[config.mk]
export PLATFORM = sky130hd
export DESIGN_NAME = panel_input_conditioner
export DESIGN_NICKNAME = d
export VERILOG_FILES = /design/src/rtl/panel_input_conditioner_pkg.sv /design/src/rtl/panel_input_conditioner_sync2.sv /design/src/rtl/panel_input_conditioner.sv
export SDC_FILE = /design/constraint.sdc
export NUM_CORES = 1
export LEC_CHECK = 0
export CAP_MARGIN = 20
export CORE_MARGIN = 2
export CORE_UTILIZATION = 48
export DETAILED_ROUTE_END_ITERATION = 10
export GPL_ROUTABILITY_DRIVEN = 1
export GPL_TIMING_DRIVEN = 0
export HOLD_SLACK_MARGIN = 0.05
export PLACE_DENSITY = 0.68
export SLEW_MARGIN = 25
export SYNTH_ARGS = -nofsm -noshare
export SYNTH_HDL_FRONTEND = slang
export SYNTH_SLANG_ARGS = --single-unit
[constraint.sdc]
create_clock -name clk -period 4.4 [get_ports clk]
set_input_delay 0.44 -clock clk [delete_from_list [all_inputs] [get_ports clk]]
set_output_delay 0.44 -clock clk [all_outputs]
set_load 0.01 [all_outputs]
[src/rtl/panel_input_conditioner_pkg.sv]
// rtl/panel_input_conditioner_pkg.sv - shared types and constants for the panel input conditioner
package panel_input_conditioner_pkg;

    typedef enum logic [1:0] {
        KEY_IDLE         = 2'd0,
        KEY_PRESS_WAIT   = 2'd1,
        KEY_HELD         = 2'd2,
        KEY_RELEASE_WAIT = 2'd3
    } key_state_t;

    localparam int SW_W = 8;

    // Levels the synchronizers reset to: key released, switches off
    localparam logic            KEY_IDLE_LEVEL = 1'b1;
    localparam logic [SW_W-1:0] SW_IDLE_LEVEL  = '0;

endpackage

[src/rtl/panel_input_conditioner_sync2.sv]
// rtl/panel_input_conditioner_sync2.sv - two-flop synchronizer with asynchronous preset value
module panel_input_conditioner_sync2 #(
    parameter int           W      = 1,
    parameter logic [W-1:0] PRESET = '0
) (
    input  logic         clk,
    input  logic         rst_n,
    input  logic [W-1:0] d,
    output logic [W-1:0] q
);

    logic [W-1:0] meta;

    always_ff @(posedge clk or negedge rst_n) begin
        if (!rst_n) begin
            meta <= PRESET;
            q    <= PRESET;
        end else begin
            meta <= d;
            q    <= meta;
        end
    end

endmodule

[src/rtl/panel_input_conditioner.sv]
// rtl/panel_input_conditioner.sv - synchronize, debounce and snapshot panel key and switch inputs
module panel_input_conditioner
    import panel_input_conditioner_pkg::*;
#(
    parameter int DEBOUNCE_CYCLES = 250000,
    parameter int CNT_W           = 18
) (
    input  logic       clk,
    input  logic       clear,
    input  logic       next_raw_n,
    input  logic       level_raw,
    input  logic [2:0] ms_raw,
    input  logic [3:0] din_raw,
    output logic       next_pulse,
    output logic       next_held,
    output logic       level_q,
    output logic [2:0] ms_q,
    output logic [3:0] din_q,
    output logic [3:0] din_snap,
    output logic [2:0] ms_snap,
    output logic       sw_changed
);

    localparam logic [CNT_W-1:0] CNT_TERM = CNT_W'(DEBOUNCE_CYCLES - 1);

    logic            key_sync;
    logic            pressed;
    logic [SW_W-1:0] sw_sync;
    logic [SW_W-1:0] sw_cand;
    logic [SW_W-1:0] sw_out;
    logic [CNT_W-1:0] kcnt;
    logic [CNT_W-1:0] scnt;
    key_state_t      key_state;

    panel_input_conditioner_sync2 #(.W(1), .PRESET(KEY_IDLE_LEVEL)) u_key_sync (
        .clk   (clk),
        .rst_n (clear),
        .d     (next_raw_n),
        .q     (key_sync)
    );

    panel_input_conditioner_sync2 #(.W(SW_W), .PRESET(SW_IDLE_LEVEL)) u_sw_sync (
        .clk   (clk),
        .rst_n (clear),
        .d     ({level_raw, ms_raw, din_raw}),
        .q     (sw_sync)
    );

    assign pressed = ~key_sync;
    assign sw_out  = {level_q, ms_q, din_q};

    always_ff @(posedge clk or negedge clear) begin
        if (!clear) begin
            key_state  <= KEY_IDLE;
            kcnt       <= '0;
            next_pulse <= 1'b0;
            next_held  <= 1'b0;
            din_snap   <= '0;
            ms_snap    <= '0;
        end else begin
            next_pulse <= 1'b0;
            case (key_state)
                KEY_IDLE: begin
                    if (pressed) begin
                        key_state <= KEY_PRESS_WAIT;
                        kcnt      <= '0;
                    end
                end
                KEY_PRESS_WAIT: begin
                    if (!pressed) begin
                        key_state <= KEY_IDLE;
                        kcnt      <= '0;
                    end else if (kcnt == CNT_TERM) begin
                        // Snapshot takes the outputs as they stand before any same-edge switch update
                        key_state  <= KEY_HELD;
                        next_pulse <= 1'b1;
                        next_held  <= 1'b1;
                        din_snap   <= din_q;
                        ms_snap    <= ms_q;
                    end else begin
                        kcnt <= kcnt + CNT_W'(1);
                    end
                end
                KEY_HELD: begin
                    if (!pressed) begin
                        key_state <= KEY_RELEASE_WAIT;
                        kcnt      <= '0;
                    end
                end
                KEY_RELEASE_WAIT: begin
                    if (pressed) begin
                        key_state <= KEY_HELD;
                    end else if (kcnt == CNT_TERM) begin
                        key_state <= KEY_IDLE;
                        next_held <= 1'b0;
                    end else begin
                        kcnt <= kcnt + CNT_W'(1);
                    end
                end
                default: key_state <= KEY_IDLE;
            endcase
        end
    end

    // scnt saturates at CNT_TERM, so a settled candidate equal to the outputs stays quiet
    always_ff @(posedge clk or negedge clear) begin
        if (!clear) begin
            sw_cand    <= SW_IDLE_LEVEL;
            scnt       <= '0;
            level_q    <= 1'b0;
            ms_q       <= '0;
            din_q      <= '0;
            sw_changed <= 1'b0;
        end else begin
            sw_changed <= 1'b0;
            if (sw_sync != sw_cand) begin
                sw_cand <= sw_sync;
                scnt    <= '0;
            end else if (scnt != CNT_TERM) begin
                scnt <= scnt + CNT_W'(1);
            end else if (sw_cand != sw_out) begin
                {level_q, ms_q, din_q} <= sw_cand;
                sw_changed             <= 1'b1;
            end
        end
    end

endmodule

==> results.tsv, run 1 <==
metric	value	unit
status	complete, no violations	
vias in the first global route	2447	
routability cong.	0.851	
crit path DAT	2.65	ns
area grow syn2layout	17.5	%
RSZ-0062 raised after global routing	no	
R2R depth	5	
Pre-Repair DR Iteration Count	5	
DR vias/cell	5.34	
Final HPWL DP	4480	um
root buffer cell	clkbuf_8	
CP cell instances	ha_1 -> nand3_1 -> nand4b_1 -> nor4_4 -> mux2_2	
dominant cell by count in the synthesized netlist	dfrtp_1	
multi-input logic area	1480	um2
Core Area	7290	um2
Post-Syn Area	3620	um2
Clk Latency, worst-skew pair	0.36	ns
Sequential Area	2050	um2
initial antenna violation count	0	
Max VDD drop	0.000236	V
syn_nets	335	
Vias	2489	
Mapped Avg Cell Area	11.2	um2
count of cell types in the netlist	46	
Worst-path clk slew	0.10	ns
Worst slew margin	51.9	%
endpoint class of the critical path	flop	
Iter 0 DRT Violations	149	
max-cap violation count	0	
endpoints failing setup	0	
TritonCTS Buffers	9	
worst reg2reg path startpoint	kcnt[0]$_DFFE_PN0P_	
Synth area leader	dfrtp_1	
utilization after layout	58.3	%
filler instances	644	
H-tree levels	3	
Placed Instances	450	
Mapped Cells	322	
crit path kind	flop to flop	
final period utilization	54.4	%
P_leak	1.81	nW
CTS hold repair buffers	0	
Total GRT Usage	17.6	%
fmax	0.418	GHz
post-synthesis sequential area ratio	56.8	%
DIE WIDTH	90.8	um
Slowest-stage cell, CP	nor4_4	
io pins	29	
Crit path required time	4.65	ns
port buffer count	28	
Worst path max stage delay	0.69	ns
first-pass GRT wire length	11700	um
Post-CTS Setup Bufs	0	
post-layout min period	2.39	ns
R2R setup slack	2.01	ns
CTS resizes	0	
layout cells sized above 1	11.2	%
Final Hold Viols	0	
number of flops mapped to enable cells by yosys	0	
clock buffer depth	2	
Synth top area share	55.3	%
Critical Path Source Type	flop	
P per Cell Area	325	nW/um2
Setup Total Neg Slack	0	ns
Post-DRT Antenna Nets	0	
HP Class	input pin to asynchronous set/reset pin	
Final Max Tran Viols	0	
GR Overflow Total	0	
Area contributors post-synth	dfrtp_1, xor2_1, nor2_1	
worst-path maximum fanout	8	
antenna cells	0	
row cnt	31	
Routed wire per std cell	13.8	um
commonest cells in the netlist	dfrtp_1, nor2_1, xor2_1, nand2_1, nand3_1	
Post-synth top flop	dfrtp_1	
synthesized flop and latch total	82	
Worst Tran Pin Value	0.716	ns
largest net degree at the start of global routing	44	
Final nets	375	
reg-to-reg critical path endpoint	ms_snap[1]$_DFFE_PN0P_	
FFs w/ async S/R, synth	100	%
DRT Wirelength	6430	um
initial core utilization	49.6	%
Die Y	90.8	um
Yosys warning count	0	
CTS tree	yes	
maximum clock skew at final layout	0.00919	ns
DRC viols	0	
fin cells	466	
TritonCTS Sinks	82	
die area	8250	um2
[metal layers]
layer | up-vias | global-route usage, % | wire [um]
met3 | 4 | 4.01 | 218
met5 | - | 0 | 0
met2 | 54 | 26.9 | 3080
met4 | 0 | 6.44 | 53
met1 | 1227 | 24.9 | 3080
li1 | 1204 | - | -
[flip-flops by register name, summed over array words and instances (netlist names), 3 cells and up, named ones only]
| register | flops |
|---|---|
| din_q | 4 |
| din_snap | 4 |
| kcnt | 18 |
| ms_q | 3 |
| ms_snap | 3 |
| scnt | 18 |
| sw_cand | 8 |
| u_sw_sync.meta | 8 |
| u_sw_sync.q | 8 |
[cell families (layout without fill, tap and decap cells)]
| group | after synthesis | after routing | synth area share, % |
|---|---|---|---|
| compound gates | 32 | 32 | 5.81 |
| xor+xnor | 43 | 43 | 10.4 |
| fa+ha+maj | 2 | 2 | 0.691 |
| buf+inv | 23 | 68 | 2.63 |
| flops | 82 | 82 | 56.8 |
| mux | 17 | 17 | 6.05 |
| simple gates | 123 | 123 | 17.7 |
[worst max-delay path, delay by kind of cell, from the launching register on]
kind                       cells  cell delay [ns]
adders and majority gates      1             0.23
muxes                          1             0.41
and+or+nand+nor                3             1.21
DFF                            1             0.44
[metrics by stage]
stage               setup WS, ns  hold WS (ns)  total power (W)  instance area [um2]
global route                1.78        0.0767          0.00145                 4250
finish                      2.01        0.0482          0.00138                 4250
detailed placement          2.01         0.335         0.000850                 4040
floorplan                   2.32         0.144         0.000816                 3620
global placement          0.0299         0.332         0.000847                 4020
CTS                         1.97        0.0596          0.00140                 4250
[placed cells by master, fill, tap and decap left out, types with 3 or more instances in the layout]
master	count
nor2_1	42
and3_1	7
mux2_4	8
o21ai_0	6
clkdlybuf4s50_1	27
nor4_1	9
xor2_1	34
dfrtp_1	80
nand3_1	14
nor3_1	6
nand4_1	10
clkbuf_8	9
a21oi_1	8
or3_1	3
clkbuf_1	12
inv_1	8
a31oi_1	4
mux2_2	7
nor3b_1	3
inv_6	3
o211ai_1	3
nand2_1	16
xnor2_1	9
[report_power, final]
group | switching (W) | internal, W
Combinational | 0.0000339 | 0.0000218
Clock | 0.000319 | 0.000228
Sequential | 0.0000100 | 0.000768
Total | 0.000363 | 0.00102
[worst max path at each step]
stage,start,to,cells after the start
final,kcnt[0]$_DFFE_PN0P_,ms_snap[1]$_DFFE_PN0P_,5
after global routing,kcnt[0]$_DFFE_PN0P_,din_snap[3]$_DFFE_PN0P_,5
after CTS,kcnt[0]$_DFFE_PN0P_,din_snap[0]$_DFFE_PN0P_,5
after detailed placement,kcnt[0]$_DFFE_PN0P_,ms_snap[1]$_DFFE_PN0P_,5
after global placement,clear,key_state[0]$_DFFE_PN0P_,1
after floorplan,scnt[13]$_DFFE_PN0N_,din_q[0]$_DFFE_PN0P_,6
[cell type report]
type | count | share of cell area (%)
Clock inverter | 7 | 1.91
Multi-Input combinational cell | 217 | 34.7
Timing Repair Buffer | 29 | 7.00
Tap cell | 99 | 2.91
Buffer | 15 | 1.53
Inverter | 8 | 0.706
Sequential cell | 82 | 48.3
Clock buffer | 9 | 2.91
Note: power is estimated with default switching activity, not from simulation.
==> run 2: changes to the inputs <==
- PLACE_DENSITY: 0.68 -> 0.7
- clock period: 4.4 -> 2.1 ns (I/O delays scaled with it)
==> run 2 against run 1 <==
  * Cell count is 1.9% higher
  * Utilization increased by 2.3 points
  * Register-to-register slack lost 2.0 ns
  * Non-clock buffer count rose by 9
  * Hold slack better by 0.22 ns
  * Worst setup slack worse by 2.0 ns
  * Combinational power is 120% higher
  * Critical path depth grew 1
  * Flip-flop and latch count unchanged
  * Sequential power up 110%
  * The run now ends with negative setup slack left
==> results.tsv, run 2 (synthesized netlist as in run 1, its figures left out) <==
metric	value	unit	change
Final Hold Viols	0		unchanged
Die Y	90.8	um	unchanged
WP buf/inv	1		+1
Final Max Tran Viols	0		unchanged
H-tree levels	3		unchanged
Pre-Repair DR Iteration Count	4		-1
root buffer cell	clkbuf_8		
failing checks	negative setup slack		
TritonCTS Buffers	9		unchanged
fin cells	475		+1.9%
fmax	0.469	GHz	+12%
Final Worst Setup Slack	-0.0335	ns	-2.04 ns
placed cell area	4040	um2	unchanged
io pins	29		unchanged
Final nets	384		+2.4%
crit path DAT	2.36	ns	-0.29 ns
routability cong.	0.833		-2.2%
vias in the first global route	2517		+2.9%
CTS tree	yes		
HP Class	input pin to flop		
initial antenna violation count	0		unchanged
DR vias/cell	5.30		-0.79%
die area	8250	um2	unchanged
most frequent cells in the layout	dfrtp_1, nor2_1, xor2_1		
final period utilization	102	%	+47 points
endpoint class of the critical path	flop		
Vias	2517		+1.1%
Post-DRT Antenna Nets	0		unchanged
endpoints failing setup	8		+8
most common cell after layout, fill and taps aside	dfrtp_1		
P per Cell Area	673	nW/um2	+110%
area grow syn2layout	22.2	%	
row cnt	31		unchanged
Core Area	7290	um2	unchanged
Crit path required time	2.33	ns	-2.32 ns
Final HPWL DP	4570	um	+2.0%
maximum clock skew at final layout	0.00948	ns	+0.000295 ns
Worst slew margin	54.8	%	+2.9 points
biggest regs	kcnt: 18 flops, scnt: 18 flops		
crit path kind	flop to flop		
post-layout min period	2.13	ns	-0.261 ns
Critical Path Source Type	flop		
Placed Instances	450		unchanged
CP top delay family	simple AND/OR/NAND/NOR gates		
DRC viols	0		unchanged
fin area	4420	um2	+4.0%
P_leak	1.87	nW	+3.2%
port buffer count	28		unchanged
worst hold margin	0.264	ns	+0.216 ns
Iter 0 DRT Violations	138		-7.4%
max-cap violation count	0		unchanged
RSZ-0062 raised after global routing	yes		
TritonCTS Sinks	82		unchanged
worst-path maximum fanout	10		+2
status	finished with violations		
Total GRT Usage	18.1	%	+0.45 points
clock buffer depth	2		unchanged
CP cell instances	xor2_1 -> nor4_1 -> nand2_2 -> a211o_1 -> buf_6 -> mux2_4		
antenna cells	0		unchanged
Worst-path clk slew	0.09	ns	about the same
first-pass GRT wire length	12100	um	+3.3%
Worst Tran Pin Value	0.672	ns	-0.0435 ns
Max VDD drop	0.000658	V	+180%
largest net degree at the start of global routing	45		+2.3%
GR Overflow Total	0		unchanged
layout cells sized above 1	15.7	%	+4.5 points
Slowest-stage cell, CP	nor4_1		
Worst path max stage delay	0.44	ns	-0.25 ns
Routed wire per std cell	14.4	um	+4.3%
initial core utilization	49.6	%	unchanged
Clk Latency, worst-skew pair	0.35	ns	about the same
DRT Wirelength	6840	um	+6.4%
DIE WIDTH	90.8	um	unchanged
[run 2: where the power goes]
| group | internal (W) | switching [W] |
|---|---|---|
| Clock | 0.000583 | 0.000639 |
| Combinational | 0.0000489 | 0.0000759 |
| Sequential | 0.00161 | 0.0000218 |
[run 2: worst register-to-register path: cells and delay by family, from the launching register on]
| kind | cells | cell delay, ns |
|---|---|---|
| and+or+nand+nor | 2 | 0.67 |
| DFF | 1 | 0.43 |
| muxes | 1 | 0.30 |
| AOI/OAI and AO/OA | 1 | 0.29 |
| xor gates and xnor gates | 1 | 0.18 |
| buffers and inverters | 1 | 0.16 |
[run 2: worst paths after layout]
kind | depth (start not counted) | startpoint | slack, ns | end
max | 6 | sw_cand[6]$_DFFE_PN0N_ | -0.03 | ms_q[0]$_DFFE_PN0P_
min | 1 | next_raw_n | 0.26 | u_key_sync.meta$_DFF_PN1_
min reg2reg | 0 | u_sw_sync.meta[6]$_DFF_PN0_ | 0.36 | u_sw_sync.q[6]$_DFF_PN0_
min in group asynchronous | 2 | clear | 0.36 | sw_changed$_DFF_PN0_
max in group asynchronous | 3 | clear | 1.07 | u_key_sync.q$_DFF_PN1_
max reg2reg | 6 | sw_cand[6]$_DFFE_PN0N_ | -0.03 | ms_q[0]$_DFFE_PN0P_
[run 2: routing by layer]
metal	vias to the layer above	track usage [%]	wire, um
li1	1218	-	-
met1	1240	26.2	3400
met2	55	27.3	3130
met3	4	4.59	264
met4	0	4.92	44
met5	-	0	0
[run 2: final cells by class]
class / count / area, um2
buffer: 15 / 66.3
clock buffer: 9 / 124
clock inverter: 7 / 88.8
fill: 614 / 2870
inverter: 8 / 30.0
multi-input combinational: 217 / 1550
sequential: 82 / 2050
tap: 99 / 124
timing repair buffer: 38 / 380
[run 2: timing repair]
item / in CTS / in global routing
hold endpoints to repair: 38 / 0
gates resized for setup: 15 / 6
pin swaps: 2 / 1
setup endpoints to repair: 29 / 30
setup buffers: 6 / 2
hold buffers: 1 / 0
[run 2: stage by stage]
stage               total power, W  setup slack (ns)  setup TNS (ns)  utilization [%]
finish                     0.00298           -0.0335          -0.196             60.6
global route               0.00311            -0.119          -0.884             60.6
floorplan                  0.00171            0.0244               0                -
CTS                        0.00301           -0.0586          -0.348             60.1
detailed placement         0.00178            -0.340           -5.05             55.4
global placement           0.00177             -2.01         -166.51             55.2
